===== src/rtl/fwft_rr_arbiter.sv =====
// fwft_rr_arbiter: round-robin scheduler that pops one first-word-fall-through
// FIFO per cycle and forwards the head word, tagged with its port index, to a
// single shared consumer. It can keep granting a busy port for up to BURST
// words before rotating.
//
// Build option FWFT_RR_ARBITER_SKID_EN: adds a 2-entry output buffer so that
// pops depend only on registered occupancy and not on out_stall.
// Without it, a single output register is used and a pop may happen in the
// same cycle that the consumer accepts the held word.
module fwft_rr_arbiter #(
  parameter  int NUM_PORTS = 4,
  parameter  int WIDTH     = 32,
  parameter  int BURST     = 1,
  localparam int SRC_W     = $clog2(NUM_PORTS)
) (
  input  logic                       clk,
  input  logic                       rst,
  input  logic [NUM_PORTS-1:0]       fifo_empty,
  input  logic [NUM_PORTS*WIDTH-1:0] fifo_dout,
  output logic [NUM_PORTS-1:0]       fifo_rd_en,
  output logic                       out_valid,
  output logic [WIDTH-1:0]           out_data,
  output logic [SRC_W-1:0]           out_src,
  input  logic                       out_stall
);

  // Arbiter state: the last granted port and the burst words it has left.
  logic [SRC_W-1:0] last_q, last_d;
  logic [3:0]       bcnt_q, bcnt_d;

  logic             can_load;
  logic             any_req;
  logic             keep;
  logic             pop;
  logic [SRC_W-1:0] sel;
  logic [WIDTH-1:0] head_data;

  assign any_req = (~fifo_empty != '0);
  assign keep    = (bcnt_q != 4'd0) && !fifo_empty[last_q];
  // Reset gates the pop strobe, so no FIFO loses a word in the reset cycle.
  assign pop     = can_load && any_req && !rst;

  // Choose the port. Keep the current port while its burst lasts. Otherwise
  // take the first non-empty port after last_q, wrapping around.
  always_comb begin
    logic             found;
    logic [SRC_W:0]   sum;
    logic [SRC_W-1:0] cand;
    found = 1'b0;
    sel   = last_q;
    sum   = '0;
    cand  = '0;
    for (int k = 1; k <= NUM_PORTS; k++) begin
      sum = {1'b0, last_q} + (SRC_W+1)'(k);
      if (sum >= (SRC_W+1)'(NUM_PORTS)) sum = sum - (SRC_W+1)'(NUM_PORTS);
      cand = sum[SRC_W-1:0];
      if (!found && !fifo_empty[cand]) begin
        found = 1'b1;
        sel   = cand;
      end
    end
    if (keep) sel = last_q;
  end

  // Head-word mux and one-hot pop strobe for the selected port.
  always_comb begin
    head_data  = '0;
    fifo_rd_en = '0;
    for (int i = 0; i < NUM_PORTS; i++) begin
      if (sel == SRC_W'(i)) begin
        head_data     = fifo_dout[i*WIDTH +: WIDTH];
        fifo_rd_en[i] = pop;
      end
    end
  end

  // Next arbiter state. A new grant reloads the burst counter and a continued
  // grant counts it down. A load slot with nothing to pop ends the burst.
  always_comb begin
    last_d = last_q;
    bcnt_d = bcnt_q;
    if (pop) begin
      last_d = sel;
      if ((sel != last_q) || (bcnt_q == 4'd0)) bcnt_d = 4'(BURST - 1);
      else                                     bcnt_d = bcnt_q - 4'd1;
    end else if (can_load && !rst) begin
      bcnt_d = 4'd0;
    end
  end

  // Arbiter state register. Reset points last_q at the top port so port 0
  // wins the first scan.
  always_ff @(posedge clk) begin
    if (rst) begin
      last_q <= SRC_W'(NUM_PORTS - 1);
      bcnt_q <= 4'd0;
    end else begin
      last_q <= last_d;
      bcnt_q <= bcnt_d;
    end
  end

`ifdef FWFT_RR_ARBITER_SKID_EN
  // Two-entry buffer: h_* is the head presented to the consumer, t_* is the
  // second word waiting behind it.
  logic [1:0]       occ_q;
  logic [WIDTH-1:0] h_data_q, t_data_q;
  logic [SRC_W-1:0] h_src_q, t_src_q;
  logic             drain;

  assign can_load  = (occ_q < 2'd2);
  assign drain     = (occ_q != 2'd0) && !out_stall;
  assign out_valid = (occ_q != 2'd0);
  assign out_data  = h_data_q;
  assign out_src   = h_src_q;

  // In-order fill and drain. When the buffer empties, the head fields keep
  // their last values.
  always_ff @(posedge clk) begin
    if (rst) begin
      occ_q    <= 2'd0;
      h_data_q <= '0;
      h_src_q  <= '0;
      t_data_q <= '0;
      t_src_q  <= '0;
    end else begin
      case ({pop, drain})
        2'b10: begin
          if (occ_q == 2'd0) begin
            h_data_q <= head_data;
            h_src_q  <= sel;
          end else begin
            t_data_q <= head_data;
            t_src_q  <= sel;
          end
          occ_q <= occ_q + 2'd1;
        end
        2'b01: begin
          if (occ_q == 2'd2) begin
            h_data_q <= t_data_q;
            h_src_q  <= t_src_q;
          end
          occ_q <= occ_q - 2'd1;
        end
        2'b11: begin
          if (occ_q == 2'd1) begin
            h_data_q <= head_data;
            h_src_q  <= sel;
          end else begin
            h_data_q <= t_data_q;
            h_src_q  <= t_src_q;
            t_data_q <= head_data;
            t_src_q  <= sel;
          end
        end
        default: ;
      endcase
    end
  end
`else
  logic             out_valid_q;
  logic [WIDTH-1:0] out_data_q;
  logic [SRC_W-1:0] out_src_q;

  assign can_load  = !out_valid_q || !out_stall;
  assign out_valid = out_valid_q;
  assign out_data  = out_data_q;
  assign out_src   = out_src_q;

  // Single output register. It loads when the consumer can take a word and
  // holds the word while the consumer stalls.
  always_ff @(posedge clk) begin
    if (rst) begin
      out_valid_q <= 1'b0;
      out_data_q  <= '0;
      out_src_q   <= '0;
    end else if (can_load) begin
      out_valid_q <= pop;
      if (pop) begin
        out_data_q <= head_data;
        out_src_q  <= sel;
      end
    end
  end
`endif

endmodule


===== config.mk =====
export PLATFORM = sky130hd
export DESIGN_NAME = fwft_rr_arbiter
export DESIGN_NICKNAME = d
export VERILOG_FILES = /design/src/rtl/fwft_rr_arbiter.sv
export SDC_FILE = /design/constraint.sdc
export NUM_CORES = 1
export LEC_CHECK = 0
export CORE_ASPECT_RATIO = 0.75
export CORE_MARGIN = 2
export CORE_UTILIZATION = 43
export CTS_BUF_LIST = sky130_fd_sc_hd__clkbuf_4 sky130_fd_sc_hd__clkbuf_8
export DETAILED_ROUTE_END_ITERATION = 7
export GPL_ROUTABILITY_DRIVEN = 0
export PLACE_DENSITY = 0.93
export SLEW_MARGIN = 20
export SYNTH_ARGS = -nofsm -noshare
export SYNTH_HDL_FRONTEND = slang
export SYNTH_SLANG_ARGS = --single-unit
export TNS_END_PERCENT = 50

===== constraint.sdc =====
create_clock -name clk -period 4.9 [get_ports clk]
set_input_delay 1.225 -clock clk [delete_from_list [all_inputs] [get_ports clk]]
set_output_delay 1.225 -clock clk [all_outputs]
set_load 0.02 [all_outputs]

==> run_results.csv <==
group,metric,value,unit
timing,timing.final.ws_setup,57.8,ps
detailed_routing,postRouteAntennaNets,0,
die,die_area,0.00781,mm^2
finish,drive_gt1_frac,0.129,
yosys,synth_warnings,0,
finish,n_fill_cell,509,
worst_setup_path,required,3670,ps
yosys,dominantRegCellSynth,"dfxtp_1",
global_route,grtUsageTotal,0.260,
detailed_routing,drt_wl_total,10.4,mm
cts,clock_latency,290,ps
placed_design,dp_hpwl,8.00,mm
power,ir_worst_vdd,0.370,mV
yosys,ys_async_sr_fraction,0,
finish,mostFrequentLayoutCells,"171 x clkdlybuf4s50_1, 50 x mux2i_1, 41 x dfxtp_1, 39 x nand2_1, 30 x o221ai_2",
cts,cts_tree,"built",
yosys,seq_area_frac_synth,0.268,
timing,period_needed,4840,ps
power,power,2.55,mW
timing,hold_violations,0,
worst_setup_path,rrSetupSlack,1990,ps
detailed_routing,firstDrtPassIters,6,
die,die_y,77.0,um
finish,mostFrequentLayoutCell,"clkdlybuf4s50_1",
worst_hold_path,hp-class,"reg -> reg",
cts,clk_pin_slew,80,ps
cts,numCtsBuffers,5,
yosys,synth_cell_types,52,
timing,holdWs,471,ps
finish,diodes,0,
die,start_util,0.445,
yosys,netlist_area,0.00306,mm^2
placed_design,port_buffers,173,
cts,clock-sinks,41,
placed_design,pre_cts_slack,5.85,ps
cts,cts-resized-gates,0,
power,cellPowerDensity,524,mW/mm^2
yosys,syn_nets,451,
global_route,grt_start_max_net_pins,34,
worst_setup_path,r2r_cells,6,
timing,setup_viol,0,
worst_setup_path,max_stage_delay,600,ps
worst_setup_path,start_kind,"input port",
detailed_routing,wl_per_cell,18.3,um
yosys,synthCells,315,
power,power.leakage,1.88,nW
global_route,antenna_found_initial,0,
detailed_routing,drc,0,
die,pin_count,174,
detailed_routing,via_count,3339,
global_route,grt_pass1_vias,3412,
worst_setup_path,arrival,3620,ps
worst_setup_path,crit_fanout,11,
status,status,"finished, final reports clean",
worst_hold_path,worst_hold_path.num_cells,2,
timing,finalCritPeriodShare,0.988,
cts,root_buffer,"clkbuf_8",
worst_setup_path,cpMostUsedCell,"clkdlybuf4s50_1",
worst_setup_path,regToRegStartpoint,"last_q[0]$_SDFFE_PP1P_",
timing,tightest_slew,763,ps
worst_setup_path,worst-setup-path-type,"in -> out",
timing,fin_tns_setup,0,ps
timing,rsz0062_at_grt,"true",
die,die_width,101,um
cts,cts_setup_buffers,0,
worst_hold_path,hp-start,"out_data[3]$_SDFFE_PP0P_",
timing,finalMaxSlewViolations,0,
cts,htree_levels,2,
global_route,grt_pass1_wl,16.4,mm
timing,clock_skew,6.33,ps
finish,fin_util,0.710,
worst_hold_path,hold_end,"out_data[3]$_SDFFE_PP0P_",
flow_run,maxCapViolations,0,
yosys,synth_edf_count,0,
cts,cts_buffer_depth,2,
timing,fmax,0.207,GHz
die,coreArea,0.00686,mm^2
finish,nets,608,
yosys,syn_area_per_cell,9.71,um^2
cts,cts_hold_buf,0,
die,row_count,26,
detailed_routing,vias_per_cell,5.86,
worst_setup_path,critical_path.slowest_cell,"clkdlybuf4s50_1",
worst_setup_path,r2r_end,"out_data[30]$_SDFFE_PP0P_",
worst_setup_path,endpoint_kind,"output pin",
finish,syn_to_final_growth,59.4,%
timing,relSlewSlack,0.491,
yosys,ys_ff_latch,41,
detailed_routing,drt_iter0_markers,221,
worst_setup_path,path_cells,"clkdlybuf4s50_1 > buf_4 > a21boi_0 > o21ai_0 > and2_1 > a211oi_4 > and3_1 > clkdlybuf4s50_1",
global_route,grt_overflow,0,
==> logic make-up after synthesis <==
logic type               Yosys count  synth area share
AO/OA/AOI/OAI                    107             0.351
AND/OR/NAND/NOR                   75             0.115
multiplexers                      52             0.175
flip-flops                        41             0.268
buffers and inverters             38            0.0835
XOR/XNOR                           1           0.00286
adder cells (fa/ha/maj)            1           0.00409
==> area by class of cell <==
type	count	area (um^2)	area share
Timing Repair Buffer	183	1810	0.372
Multi-Input combinational cell	236	2010	0.412
Clock inverter	1	7.51	0.00154
Inverter	5	18.8	0.00385
Sequential cell	41	821	0.168
Tap cell	98	123	0.0252
Clock buffer	6	82.6	0.0169
==> worst max-delay path, delay by kind of cell <==
family	cells	cell delay, ps
AOI/OAI and AO/OA	3	620
buffers and inverters	3	1340
and+or+nand+nor	2	440
==> worst max path at each step <==
| stage | start | end | slack (ps) | depth (start not counted) |
|---|---|---|---|---|
| 6_report | fifo_empty[3] | fifo_rd_en[1] | 60 | 8 |
| 5_1_grt | fifo_empty[1] | fifo_rd_en[1] | -40 | 7 |
| 4_1_cts | fifo_empty[1] | fifo_rd_en[3] | 6 | 8 |
| 2_1_floorplan | fifo_empty[3] | fifo_rd_en[0] | 850 | 6 |
| 3_5_place_dp | fifo_empty[1] | fifo_rd_en[3] | 6 | 8 |
| 3_3_place_gp | fifo_empty[1] | fifo_rd_en[3] | 100 | 8 |
==> power breakdown <==
group / leakage, nW / switching, mW / total [mW] / internal, mW
clock network: 0.0433 / 0.118 / 0.230 / 0.112
logic: 1.49 / 0.934 / 1.76 / 0.829
registers: 0.341 / 0.100 / 0.560 / 0.460
total: 1.88 / 1.15 / 2.55 / 1.40
==> cells in the mapped netlist, types with 2 or more instances <==
master / instances / area (um^2)
buf_6: 3 / 33.8
nand3_1: 3 / 15.0
and2_1: 4 / 25.0
buf_4: 8 / 60.1
a211oi_1: 2 / 15.0
o21ai_0: 10 / 50.1
nand2b_1: 3 / 18.8
buf_12: 3 / 60.1
nor2_1: 10 / 37.5
dfxtp_1: 41 / 821
o221ai_2: 30 / 450
a21oi_1: 8 / 40.0
o221ai_1: 3 / 26.3
buf_2: 9 / 45.0
mux2i_1: 50 / 500
inv_1: 5 / 18.8
o21bai_1: 2 / 15.0
clkbuf_1: 9 / 33.8
a21boi_0: 2 / 15.0
o31a_1: 2 / 17.5
nor2b_1: 5 / 31.3
a211o_1: 2 / 17.5
nor3_1: 4 / 20.0
a22o_1: 16 / 140
a222oi_1: 16 / 160
nand2_1: 39 / 146
==> sequential cells by signal, indices dropped and copies added (netlist names) <==
name / cells
out_data: 32
bcnt_q: 4
last_q: 2
out_src: 2
out_valid: 1
==> per-stage QoR <==
step / std cells / instance area (um^2)
3_5_place_dp: 563 / 4760
4_1_cts: 570 / 4850
6_report: 570 / 4870
5_1_grt: 570 / 4870
3_3_place_gp: 563 / 4760
2_1_floorplan: 315 / 3060
==> routing by layer <==
layer | track usage | share of wire
met1 | 0.298 | 0.39
met2 | 0.466 | 0.50
met3 | 0.0775 | 0.097
met4 | 0.0730 | 0.020
met5 | 0 | 0
No activity file was read; power rests on OpenSTA's default activity.
